**config.mk**
```make
export PLATFORM = sky130hd
export DESIGN_NAME = arp_mac_learner
export DESIGN_NICKNAME = d
export VERILOG_FILES = /design/src/rtl/arp_mac_learner.sv
export SDC_FILE = /design/constraint.sdc
export NUM_CORES = 1
export LEC_CHECK = 0
export ABC_AREA = 1
export CORE_MARGIN = 1
export CORE_UTILIZATION = 35
export CTS_BUF_LIST = sky130_fd_sc_hd__clkbuf_8
export DETAILED_ROUTE_END_ITERATION = 10
export PLACE_DENSITY_LB_ADDON = 0.15
export SYNTH_ARGS = -nofsm -noshare
export SYNTH_HDL_FRONTEND = slang
export SYNTH_SLANG_ARGS = --single-unit
```
**constraint.sdc**
```tcl
create_clock -name clk -period 2.8 [get_ports clk]
set_clock_uncertainty 0.15 [all_clocks]
set_input_delay 0.42 -clock clk [delete_from_list [all_inputs] [get_ports clk]]
set_output_delay 0.42 -clock clk [all_outputs]
set_load 0.02 [all_outputs]
```
**src/rtl/arp_mac_learner.sv**
```systemverilog
// arp_mac_learner
//
// Passive monitor on the host-side GMII receive stream. It parses each frame
// (preamble/SFD, destination, source, payload, FCS), checks CRC-32, length and
// receive-error flags, and learns the host's unicast source MAC once the same
// address has appeared in LEARN_COUNT consecutive good frames. The stream
// itself is never modified or delayed; this block only observes it.
//
// Ports:
//   clk          byte clock
//   rst          synchronous, active-high reset
//   up_data      GMII receive data byte
//   up_dv        data valid; a frame is one contiguous dv-high run
//   up_er        receive error
//   mac_address  learned MAC, first wire byte in [47:40]
//   mac_valid    sticky once an address has been locked
//   good_frames  count of frames passing every check (wraps)
//   bad_frames   count of frames failing any check (wraps)

module arp_mac_learner #(
  parameter int LEARN_COUNT = 4,
  parameter int MIN_LEN     = 64,
  parameter int MAX_LEN     = 1522
) (
  input  logic        clk,
  input  logic        rst,
  input  logic [7:0]  up_data,
  input  logic        up_dv,
  input  logic        up_er,
  output logic [47:0] mac_address,
  output logic        mac_valid,
  output logic [15:0] good_frames,
  output logic [15:0] bad_frames
);

  typedef enum logic [2:0] {
    IDLE,
    PRE,
    HDR,
    BODY,
    DROP
  } state_t;

  localparam logic [3:0]  LC        = 4'(LEARN_COUNT);
  localparam logic [10:0] MIN_L     = 11'(MIN_LEN);
  localparam logic [10:0] MAX_L     = 11'(MAX_LEN);
  localparam logic [31:0] CRC_RESID = 32'hDEBB20E3;

  state_t      state;
  state_t      state_nxt;
  logic        dv_d;
  logic [10:0] byte_cnt;
  logic [31:0] crc;
  logic        err;
  logic [47:0] src_shift;
  logic [47:0] cand;
  logic [3:0]  match_cnt;

  logic        start;
  logic        sfd_hit;
  logic        drop_hit;
  logic        accept;
  logic        frame_end;
  logic        frame_good;
  logic        frame_bad;
  logic        src_ok;
  logic [3:0]  cnt_up;

  // One byte of the reflected CRC-32 (poly 0xEDB88320), LSB first.
  function automatic logic [31:0] crc_next(input logic [31:0] c, input logic [7:0] d);
    logic [31:0] r;
    r = c ^ {24'h0, d};
    for (int i = 0; i < 8; i++) begin
      r = r[0] ? ((r >> 1) ^ 32'hEDB88320) : (r >> 1);
    end
    return r;
  endfunction

  // A frame may only start on a dv rising edge; dv_d resets high so a frame
  // already running when reset releases is ignored until dv drops.
  assign start = up_dv && !dv_d;

  // State register for the frame parser.
  always_ff @(posedge clk) begin
    if (rst) begin
      state <= IDLE;
    end else begin
      state <= state_nxt;
    end
  end

  // Next-state logic: walk preamble, header and body, bailing out to DROP on
  // any malformed preamble and back to IDLE whenever dv falls.
  always_comb begin
    state_nxt = state;
    case (state)
      IDLE: begin
        if (start) begin
          if (up_data == 8'h55)      state_nxt = PRE;
          else if (up_data == 8'hD5) state_nxt = HDR;
          else                       state_nxt = DROP;
        end
      end
      PRE: begin
        if (!up_dv)                  state_nxt = IDLE;
        else if (up_data == 8'hD5)   state_nxt = HDR;
        else if (up_data != 8'h55)   state_nxt = DROP;
      end
      HDR: begin
        if (!up_dv)                  state_nxt = IDLE;
        else if (byte_cnt == 11'd13) state_nxt = BODY;
      end
      BODY: begin
        if (!up_dv)                  state_nxt = IDLE;
      end
      DROP: begin
        if (!up_dv)                  state_nxt = IDLE;
      end
      default:                       state_nxt = IDLE;
    endcase
  end

  // Output decode: per-cycle strobes for the datapath, counters and learner.
  // A drop is counted when it is entered with dv high; a frame ending in HDR
  // is always too short, so only a BODY ending can be good.
  always_comb begin
    sfd_hit    = 1'b0;
    drop_hit   = 1'b0;
    accept     = 1'b0;
    frame_end  = 1'b0;
    frame_good = 1'b0;
    case (state)
      IDLE: begin
        sfd_hit  = start && (up_data == 8'hD5);
        drop_hit = start && (up_data != 8'hD5) && (up_data != 8'h55);
      end
      PRE: begin
        sfd_hit  = up_dv && (up_data == 8'hD5);
        drop_hit = up_dv && (up_data != 8'hD5) && (up_data != 8'h55);
      end
      HDR: begin
        accept    = up_dv;
        frame_end = !up_dv;
      end
      BODY: begin
        accept     = up_dv;
        frame_end  = !up_dv;
        frame_good = !up_dv && !err && (crc == CRC_RESID) &&
                     (byte_cnt >= MIN_L) && (byte_cnt <= MAX_L);
      end
      default: begin
      end
    endcase
    frame_bad = drop_hit || (frame_end && !frame_good);
  end

  // Frame datapath: byte counter, running CRC, error flag and source capture.
  // The SFD seeds the CRC; bytes 6..11 after it are the source address.
  always_ff @(posedge clk) begin
    if (rst) begin
      dv_d      <= 1'b1;
      byte_cnt  <= 11'd0;
      crc       <= 32'hFFFFFFFF;
      err       <= 1'b0;
      src_shift <= 48'd0;
    end else begin
      dv_d <= up_dv;
      if (sfd_hit) begin
        byte_cnt <= 11'd0;
        crc      <= 32'hFFFFFFFF;
        err      <= 1'b0;
      end else if (accept) begin
        crc <= crc_next(crc, up_data);
        if (byte_cnt != 11'h7FF) begin
          byte_cnt <= byte_cnt + 11'd1;
        end
        if (up_er) begin
          err <= 1'b1;
        end
        if ((byte_cnt >= 11'd6) && (byte_cnt <= 11'd11)) begin
          src_shift <= {src_shift[39:0], up_data};
        end
      end
    end
  end

  // Frame verdict counters; they keep running after the address is locked.
  always_ff @(posedge clk) begin
    if (rst) begin
      good_frames <= 16'd0;
      bad_frames  <= 16'd0;
    end else begin
      if (frame_good) good_frames <= good_frames + 16'd1;
      if (frame_bad)  bad_frames  <= bad_frames + 16'd1;
    end
  end

  assign src_ok = !src_shift[40] && (src_shift != 48'd0);
  assign cnt_up = (match_cnt == LC) ? match_cnt : match_cnt + 4'd1;

  // Learner: track a candidate source and how many consecutive good frames
  // carried it. Any bad or ineligible frame breaks the run. Locking is final
  // until reset.
  always_ff @(posedge clk) begin
    if (rst) begin
      cand        <= 48'd0;
      match_cnt   <= 4'd0;
      mac_address <= 48'd0;
      mac_valid   <= 1'b0;
    end else if (!mac_valid) begin
      if (frame_good) begin
        if (!src_ok) begin
          match_cnt <= 4'd0;
        end else if (src_shift == cand) begin
          match_cnt <= cnt_up;
          if (cnt_up == LC) begin
            mac_address <= cand;
            mac_valid   <= 1'b1;
          end
        end else begin
          cand      <= src_shift;
          match_cnt <= 4'd1;
          if (LC == 4'd1) begin
            mac_address <= src_shift;
            mac_valid   <= 1'b1;
          end
        end
      end else if (frame_bad) begin
        match_cnt <= 4'd0;
      end
    end
  end

endmodule

```
==> impl_metrics.csv <==
group,metric,value,unit
status,outcome,"completed",
synth,syn_nets,1718,
layout,antenna_cells,0,
power,power.density,589,nW/um^2
synth,ys_ff_latch,229,
synth,yosysTopAreaCell,"dfxtp_1",
synth,syn_inst,1699,
worst_hold_path,hold_class,"reg2reg",
sta,setup_viol,0,
sta,relSlewSlack,0.618,
die,io_pins,93,
power,ir_drop,0.339,mV
power,p_leak,6.44,nW
cts,ctsHoldBuffers,0,
die,initial_core_util,0.357,
cts,cts_resized,0,
sta,fin_crit,2.41,ns
die,core,31600,um^2
global_routing,grtUsageTotal,0.170,
routing,drt-pass1-iter-count,5,
sta,drv_slew,0,
routing,drcViolationCount,0,
synth,synth_warnings,0,
routing,vias,10100,
global_routing,grt_max_degree,137,
routing,wl_per_cell,12.3,um
synth,ys_top_cells_by_area,"dfxtp_1 41%, nand2_1 14%, nor2_1 10%, inv_1 7.9%, a21oi_1 5.0%",
synth,synth_edf_count,0,
layout,multiInputGateArea,5510,um^2
global_routing,grt_pass1_wl,46700,um
cts,htreeDepth,2,
synth,synthFlopType,"dfxtp_1",
critical_path,cp_max_fo,95,
routing,drt_wl_total,27600,um
cts,cts.sink_count,229,
cts,numCtsBuffers,44,
synth,yosys.area.top_type_share,0.406,
routing,drt_iter0_markers,550,
critical_path,cp-end-kind,"register",
die,die_h,182,um
layout,final_common_cell,"nand2_1",
die,die_area,33000,um^2
synth,synth_area,11300,um^2
placement,dpl.hpwl,18800,um
sta,tns,0,ns
layout,nFillCells,3351,
placement,place_area,12800,um^2
layout,drive_gt1_frac,0.0589,
layout,mostFrequentLayoutCells,"415 x nand2_1, 304 x nor2_1, 252 x inv_1",
die,die_w,182,um
synth,syn_avg_cell_area,6.64,um^2
cts,clkLatencyLatePin,0.55,ns
power,finalPower,8.00,mW
critical_path,start_kind,"register",
sta,hold_viol,0,
cts,clk_pin_slew,0.06,ns
critical_path,path_class,"reg2reg",
sta,fin_crit_sh,0.860,
global_routing,antenna_found_initial,0,
routing,ant_nets,0,
cts,cts_setup_buffers,0,
layout,final_nets,1826,
sta,grt_setup_unrepaired,"no",
cts,ctsRootBufferMaster,"clkbuf_8",
routing,via_per_inst,4.53,
synth,yosysSeqAreaShare,0.406,
layout,regArea,4580,um^2
sta,worstMarginPinSlew,0.572,ns
placement,numPortBuffers,92,
sta,fmax,415,MHz
synth,async_flop_share,0,
global_routing,grt_pass1_vias,9421,
layout,fin_area,13600,um^2
die,num_rows,65,
cts,clk_path_buf_depth,3,
run,maxCapViolations,0,
cts,cts_tree,"built",
global_routing,globalRoute.totalOverflow,0,
layout,area_growth,20.3,%
placement,place.gp.congestion,0.861,
critical_path,worstPathArrival,2.69,ns
synth,synth_cell_type_count,34,
critical_path,worstPathRequired,3.08,ns
==> logic make-up after synthesis <==
family                   count (synthesis)  share of synthesized area
flip-flops                             229                      0.406
XOR/XNOR                                91                     0.0706
AO/OA/AOI/OAI                          230                      0.109
buffers and inverters                  305                      0.106
adder cells (fa/ha/maj)                  7                    0.00776
AND/OR/NAND/NOR                        837                      0.301
==> power by group <==
group | total [mW] | leakage (nW) | switching [mW] | internal (mW)
combinational | 1.40 | 4.12 | 0.857 | 0.540
sequential | 3.52 | 1.85 | 0.125 | 3.39
clock | 3.08 | 0.472 | 1.39 | 1.69
==> final timing paths <==
kind                   from               to  slack [ns]  cells after the start
min          good_frames[8]   good_frames[8]        0.31                      2
max                 crc[13]  mac_address[14]        0.39                     12
min reg2reg  good_frames[8]   good_frames[8]        0.31                      2
max reg2reg         crc[13]  mac_address[14]        0.39                     12
==> per-layer routing <==
metal  up-vias  GRT usage  wire length (um)
li1       5469          -                 -
met1      4481      0.224             13500
met2       150      0.282             12500
met3        36     0.0323              1170
met4         0     0.0447               420
met5         -          0                 0
==> cell usage after synthesis, types with 2 or more instances <==
library cell	count
nor3_1	20
nand4_1	27
nand3_1	52
nor2_1	304
nand2_1	415
nor4_1	4
or2_2	6
nand2_2	3
o21ai_0	94
buf_6	3
xor2_1	47
buf_2	19
clkinv_1	2
ha_1	7
a21oi_1	113
dfxtp_1	229
inv_1	239
nor3b_1	2
xnor2_1	44
clkbuf_1	40
o211ai_1	16
==> critical path, stage by stage (launching register included) <==
cell	delay, ns
dfxtp_1	0.34
inv_1	0.06
nor2_1	0.11
nand2_1	0.06
nor2_1	0.19
nand2_1	0.11
nor2_1	0.21
nand3_4	0.18
nor2_8	0.21
nand4_4	0.12
buf_12	0.21
nor2_1	0.18
nor2_1	0.06
==> per-stage QoR <==
| stage | cells | util | setup slack, ns | hold slack [ns] |
|---|---|---|---|---|
| after floorplan | 1699 | - | 0.789 | 0.289 |
| after global placement | 2163 | 0.403 | 0.00825 | 0.299 |
| after detailed placement | 2163 | 0.403 | 0.0421 | 0.305 |
| after CTS | 2236 | 0.429 | 0.398 | 0.308 |
| after global routing | 2236 | 0.429 | 0.153 | 0.353 |
| final | 2236 | 0.429 | 0.392 | 0.312 |
==> registers in the layout (all words and copies together) (netlist names) <==
name / count
bad_frames: 16
byte_cnt: 11
cand: 48
crc: 32
dv_d: 1
err: 1
good_frames: 16
mac_address: 48
mac_valid: 1
match_cnt: 4
src_shift: 48
state: 3
==> area by class of cell <==
class / instances / share of cell area
multi-input cells: 1165 / 0.406
flip-flops and latches: 229 / 0.338
repair buffers: 125 / 0.0925
inverters: 242 / 0.0671
clock buffers: 53 / 0.0537
well taps: 402 / 0.0370
clock inverters: 20 / 0.00645
No activity file was read; power rests on OpenSTA's default activity.
